[src/rtl/movefrom_sequencer.sv]
// T-state sequencer for instruction fetch plus mfhi/mflo execute, with memory wait states.
// Fetch+execute takes 3+MEM_WAIT cycles; illegal opcodes park in FAULT until clr.
module movefrom_sequencer #(
    parameter int              DATA_W   = 32,
    parameter int              OP_W     = 5,
    parameter logic [OP_W-1:0] MFHI_OP  = 5'b11000,
    parameter logic [OP_W-1:0] MFLO_OP  = 5'b11001,
    parameter int              MEM_WAIT = 1,
    parameter int              CNT_W    = 16
) (
    input  logic              clk,
    input  logic              clr,
    input  logic              run,
    input  logic [DATA_W-1:0] ir_in,
    output logic              PCout,
    output logic              MARin,
    output logic              IncPC,
    output logic              Read,
    output logic              MDRin,
    output logic              MDRout,
    output logic              IRin,
    output logic              Gra,
    output logic              Rin,
    output logic              HIout,
    output logic              LOout,
    output logic              busy,
    output logic              illegal_op,
    output logic [CNT_W-1:0]  retired
);

    typedef enum logic [2:0] {
        S_IDLE  = 3'd0,
        S_T0    = 3'd1,
        S_T1    = 3'd2,
        S_T2    = 3'd3,
        S_T3    = 3'd4,
        S_FAULT = 3'd5
    } state_t;

    // MEM_WAIT is legal in 1..15, so four bits always hold the reload value.
    localparam logic [3:0] WAIT_LOAD = 4'(MEM_WAIT - 1);

    state_t          state, state_nxt;
    logic [3:0]      wait_cnt;
    logic [OP_W-1:0] opcode;
    logic            is_mfhi, is_mflo, op_legal;
    logic            ir_unused;

    assign opcode    = ir_in[DATA_W-1 -: OP_W];
    assign ir_unused = ^ir_in[DATA_W-OP_W-1:0];
    assign is_mfhi   = (opcode == MFHI_OP);
    assign is_mflo   = (opcode == MFLO_OP);
    assign op_legal  = is_mfhi | is_mflo;

    always_ff @(posedge clk) begin
        if (clr) begin
            state    <= S_IDLE;
            wait_cnt <= 4'd0;
            retired  <= '0;
        end else begin
            state <= state_nxt;
            // Counter is armed on the T0->T1 edge so T1 lasts exactly MEM_WAIT cycles.
            if (state == S_T0)
                wait_cnt <= WAIT_LOAD;
            else if (state == S_T1 && wait_cnt != 4'd0)
                wait_cnt <= wait_cnt - 4'd1;
            if (state == S_T3 && op_legal)
                retired <= retired + CNT_W'(1);
        end
    end

    always_comb begin
        state_nxt  = state;
        PCout      = 1'b0;
        MARin      = 1'b0;
        IncPC      = 1'b0;
        Read       = 1'b0;
        MDRin      = 1'b0;
        MDRout     = 1'b0;
        IRin       = 1'b0;
        Gra        = 1'b0;
        Rin        = 1'b0;
        HIout      = 1'b0;
        LOout      = 1'b0;
        busy       = 1'b0;
        illegal_op = 1'b0;
        case (state)
            S_IDLE: begin
                if (run)
                    state_nxt = S_T0;
            end
            S_T0: begin
                busy      = 1'b1;
                PCout     = 1'b1;
                MARin     = 1'b1;
                IncPC     = 1'b1;
                state_nxt = S_T1;
            end
            S_T1: begin
                busy  = 1'b1;
                Read  = 1'b1;
                MDRin = 1'b1;
                if (wait_cnt == 4'd0)
                    state_nxt = S_T2;
            end
            S_T2: begin
                busy      = 1'b1;
                MDRout    = 1'b1;
                IRin      = 1'b1;
                state_nxt = S_T3;
            end
            S_T3: begin
                busy = 1'b1;
                if (op_legal) begin
                    Gra       = 1'b1;
                    Rin       = 1'b1;
                    HIout     = is_mfhi;
                    LOout     = is_mflo;
                    state_nxt = run ? S_T0 : S_IDLE;
                end else begin
                    state_nxt = S_FAULT;
                end
            end
            S_FAULT: begin
                illegal_op = 1'b1;
            end
            default: state_nxt = S_IDLE;
        endcase
    end

endmodule
[config.mk]
export PLATFORM = sky130hd
export DESIGN_NAME = movefrom_sequencer
export DESIGN_NICKNAME = d
export VERILOG_FILES = /design/src/rtl/movefrom_sequencer.sv
export SDC_FILE = /design/constraint.sdc
export NUM_CORES = 1
export LEC_CHECK = 0
export CORE_UTILIZATION = 42
export DETAILED_ROUTE_END_ITERATION = 7
export GPL_TIMING_DRIVEN = 0
export PLACE_DENSITY = 0.91
export SLEW_MARGIN = 20
export SYNTH_ARGS = -nofsm -noshare
export SYNTH_HDL_FRONTEND = slang
export SYNTH_SLANG_ARGS = --single-unit
[constraint.sdc]
create_clock -name clk -period 4.68 [get_ports clk]
set_input_delay 0.702 -clock clk [delete_from_list [all_inputs] [get_ports clk]]
set_output_delay 0.702 -clock clk [all_outputs]
set_load 0.02 [all_outputs]
==> metrics.md <==
| Metric | Value |
|---|---|
| Reg power frac | 54.8% |
| Delay of the slowest cell on the worst path | 0.61 ns |
| Iter 0 DRT Violations | 20 |
| Relative slew margins | 62.82% |
| ANT nets after route | 0 |
| CP dominant cell by count | clkdlybuf4s50_1 |
| Crit end category | output pin |
| Crit path DAT | 2.61 ns |
| Distinct cells, synth | 36 |
| Peak VDD IR | 0.1583 mV |
| Starting Density | 44.40% |
| Post-synthesis sequential area ratio | 37.28% |
| Internal | 0.0002733 W |
| H-tree Lvls | 1 |
| Crit path kind | input pin to output pin |
| Crit share post-route | 70.77% |
| Reg2reg setup slack | 2.96 ns |
| Sequential cell area | 460.4 um2 |
| Net Switching | 0.0001002 W |
| Post-synth top area share | 37.28% |
| Placed wire-length estimate | 2.146 mm |
| DR vias | 1,122 |
| Setup Fix Bufs, Post-CTS | 0 |
| GPL Wtd Cong | 0.8094 |
| Critical path peak fanout | 10 |
| TritonCTS clock tree | yes |
| Clk_skew | 0.008058 ns |
| Clock power share | 23.8% |
| Core area | 2781 um2 |
| Root Driver | clkbuf_4 |
| Core Util, Final | 59.74% |
| Vias in the first global route | 1,080 |
| Number of CTS-inserted buffers | 3 |
| IO Pins | 64 |
| Synth warnings | 0 |
| Final setup fails | 0 |
| Worst R2R End | retired[15]$_SDFFE_PP0P_ |
| Layout cells sized above 1 | 11.73% |
| Synthesized area | 1235 um2 |
| CP startpoint kind | input pin |
| Max-cap viol count | 0 |
| TNS Setup | 0 ns |
| Die Ht | 56.23 um |
| Syn Area/Cell | 8.884 um2 |
| Commonest register cell after synthesis | dfxtp_1 |
| Period minus WS final | 3.312 ns |
| WHS Path Cells | 2 |
| Sw Ratio | 26.82% |
| Fin. max-slew vios | 0 |
| Nets | 217 |
| Worst r2r path cells | 6 |
| Mapped Cells | 139 |
| Critical path required time | 3.98 ns |
| Reg2Reg Launch Point | state[2]$_SDFFE_PP0P_ |
| Worst Hold End | retired[14]$_SDFFE_PP0P_ |
| Post-DR wirelength/cell | 12.92 um |
| Skew-Pair Late Insertion Delay | 0.30 ns |
| Top cell type by total area after synthesis | dfxtp_1 |
| Synth Net Count | 176 |
| GRT Resource Usage Total | 18.54% |
| First-pass GRT wire length | 4.740 mm |
| Comb power frac | 21.3% |
| Cell total after placement | 206 |
| Clk sinks | 23 |
| Synthesized flop and latch total | 23 |
| Top cells by area, synth | dfxtp_1, nor2_1, xnor2_1, buf_4, xor2_1 |
| TritonRoute pass-1 iters | 3 |
| Synth-to-Final Area Change | 34.55% |
| RSZ-0062 raised after global routing | false |
| Fmax | 0.3019 GHz |
| Post-synth EDFFs | 0 |
| Hold Path Class | flop to flop |
| Hold_buf cts | 0 |
| Worst-path cell chain | clkdlybuf4s50_1 > nor3_4 > buf_6 > and2_1 > buf_2 > nor2b_1 > clkdlybuf4s50_1 |
| Initial antenna violation count | 0 |
| Leakage | 0.6289 nW |
| Final Hold Viols | 0 |
| Total length of routed wires | 2.714 mm |
| Number of vias per cell | 5.343 |
| Count leader, synth | dfxtp_1 |
| Port bufs | 36 |
| Die ar. | 3161 um2 |
| Post-synth ARST share | 0% |
| Post-Layout Cell Count | 210 |
| Clock-pin slew on the worst setup and hold paths | 0.13 ns |
| Resize count post-CTS | 0 |
| Worst path slowest cell | clkdlybuf4s50_1 |
| Most frequent cells after synthesis | dfxtp_1, nor2_1, a21oi_1, o21ai_0 |
| Die width | 56.23 um |
| Multi-input gate area | 671.9 um2 |
| Deepest clock path buffer count | 2 |
| Final total power | 0.0003735 W |
| Aggregate global routing overflow | 0 |
| N_diodes | 0 |
| Fillers | 257 |
| Status | finished clean |
| Drt drc | 0 |
| Std cell rows | 19 |
| Largest net degree at the start of global routing | 14 |
| Hold path start | retired[14]$_SDFFE_PP0P_ |
| Pwr/cell area | 224.8 nW/um2 |
| Worst Tran Pin Value | 0.5564 ns |
## logic make-up after synthesis
kind of cell | count (synthesis) | synth area share [%]
XOR/XNOR | 11 | 7.801
buffers and inverters | 17 | 8.307
flip-flops | 23 | 37.28
AND/OR/NAND/NOR | 63 | 32.62
AO/OA/AOI/OAI | 21 | 10.23
multiplexers | 2 | 1.722
adder cells (fa/ha/maj) | 2 | 2.026
## routing by layer
metal | GRT usage (%) | share of wire [%] | up-vias
li1 | - | - | 563
met1 | 21.19 | 43 | 536
met2 | 35.20 | 53 | 21
met3 | 2.791 | 3.6 | 2
met4 | 5.226 | 0.26 | 0
met5 | 0 | 0 | -
## state kept, by name (all words and copies together), names as in the netlist
register  cells
state         3
wait_cnt      4
retired      16
## through the flow
stage	setup slack [ns]	cell area (um2)	hold WS (ns)
2_1_floorplan	2.233	1235	0.4887
3_3_place_gp	1.394	1634	0.4849
3_5_place_dp	1.353	1634	0.4997
4_1_cts	1.349	1662	0.5144
5_1_grt	1.273	1662	0.5452
6_report	1.368	1662	0.5169
## critical path, delay by kind of cell
kind	cells	cell delay [ns]
buffers and inverters	4	1.38
and+or+nand+nor	3	0.52
## power by group through the flow
stage | sequential (W) | clock (W) | combinational, W
2_1_floorplan | 0.000207 | 0 | 0.0000480
6_report | 0.000205 | 0.0000890 | 0.0000797
3_3_place_gp | 0.000208 | 0 | 0.0000785
3_5_place_dp | 0.000209 | 0 | 0.0000803
5_1_grt | 0.000205 | 0.000102 | 0.0000866
4_1_cts | 0.000205 | 0.0000931 | 0.0000804
## cell type report
| class | instances | area share (%) |
|---|---|---|
| plain buffers | 11 | 4.819 |
| clock buffers | 3 | 1.355 |
| clock inverters | 1 | 0.3012 |
| inverters | 6 | 1.355 |
| multi-input cells | 99 | 40.44 |
| flip-flops and latches | 23 | 27.71 |
| well taps | 31 | 2.334 |
| repair buffers | 36 | 21.69 |
## layout by cell type, fill, tap and decap left out, drive strengths merged
cell type       n
a211oi          2
a21boi          1
a21oi           8
and2            5
and3            3
and3b           1
and4            3
and4b           1
buf            10
clkbuf          4
clkdlybuf4s50  36
clkinv          1
dfxtp          23
ha              2
inv             6
mux2            1
mux2i           1
nand2           2
nand3           4
nand4           7
nand4b          2
nor2           18
nor2b           3
nor3            4
nor3b           3
o21ai           8
o21ba           1
o311a           1
or2             2
or3             5
xnor2           6
xor2            5
## how the worst max path moves through the flow
| stage | startpoint | endpoint | slack [ns] | depth (start not counted) |
|---|---|---|---|---|
| after floorplan | ir_in[28] | HIout | 2.23 | 5 |
| after global placement | ir_in[28] | HIout | 1.39 | 7 |
| after detailed placement | ir_in[28] | HIout | 1.35 | 7 |
| after CTS | ir_in[28] | HIout | 1.35 | 7 |
| after global routing | ir_in[28] | HIout | 1.27 | 7 |
| final | ir_in[28] | HIout | 1.37 | 7 |
Note: power is estimated with default switching activity, not from simulation.
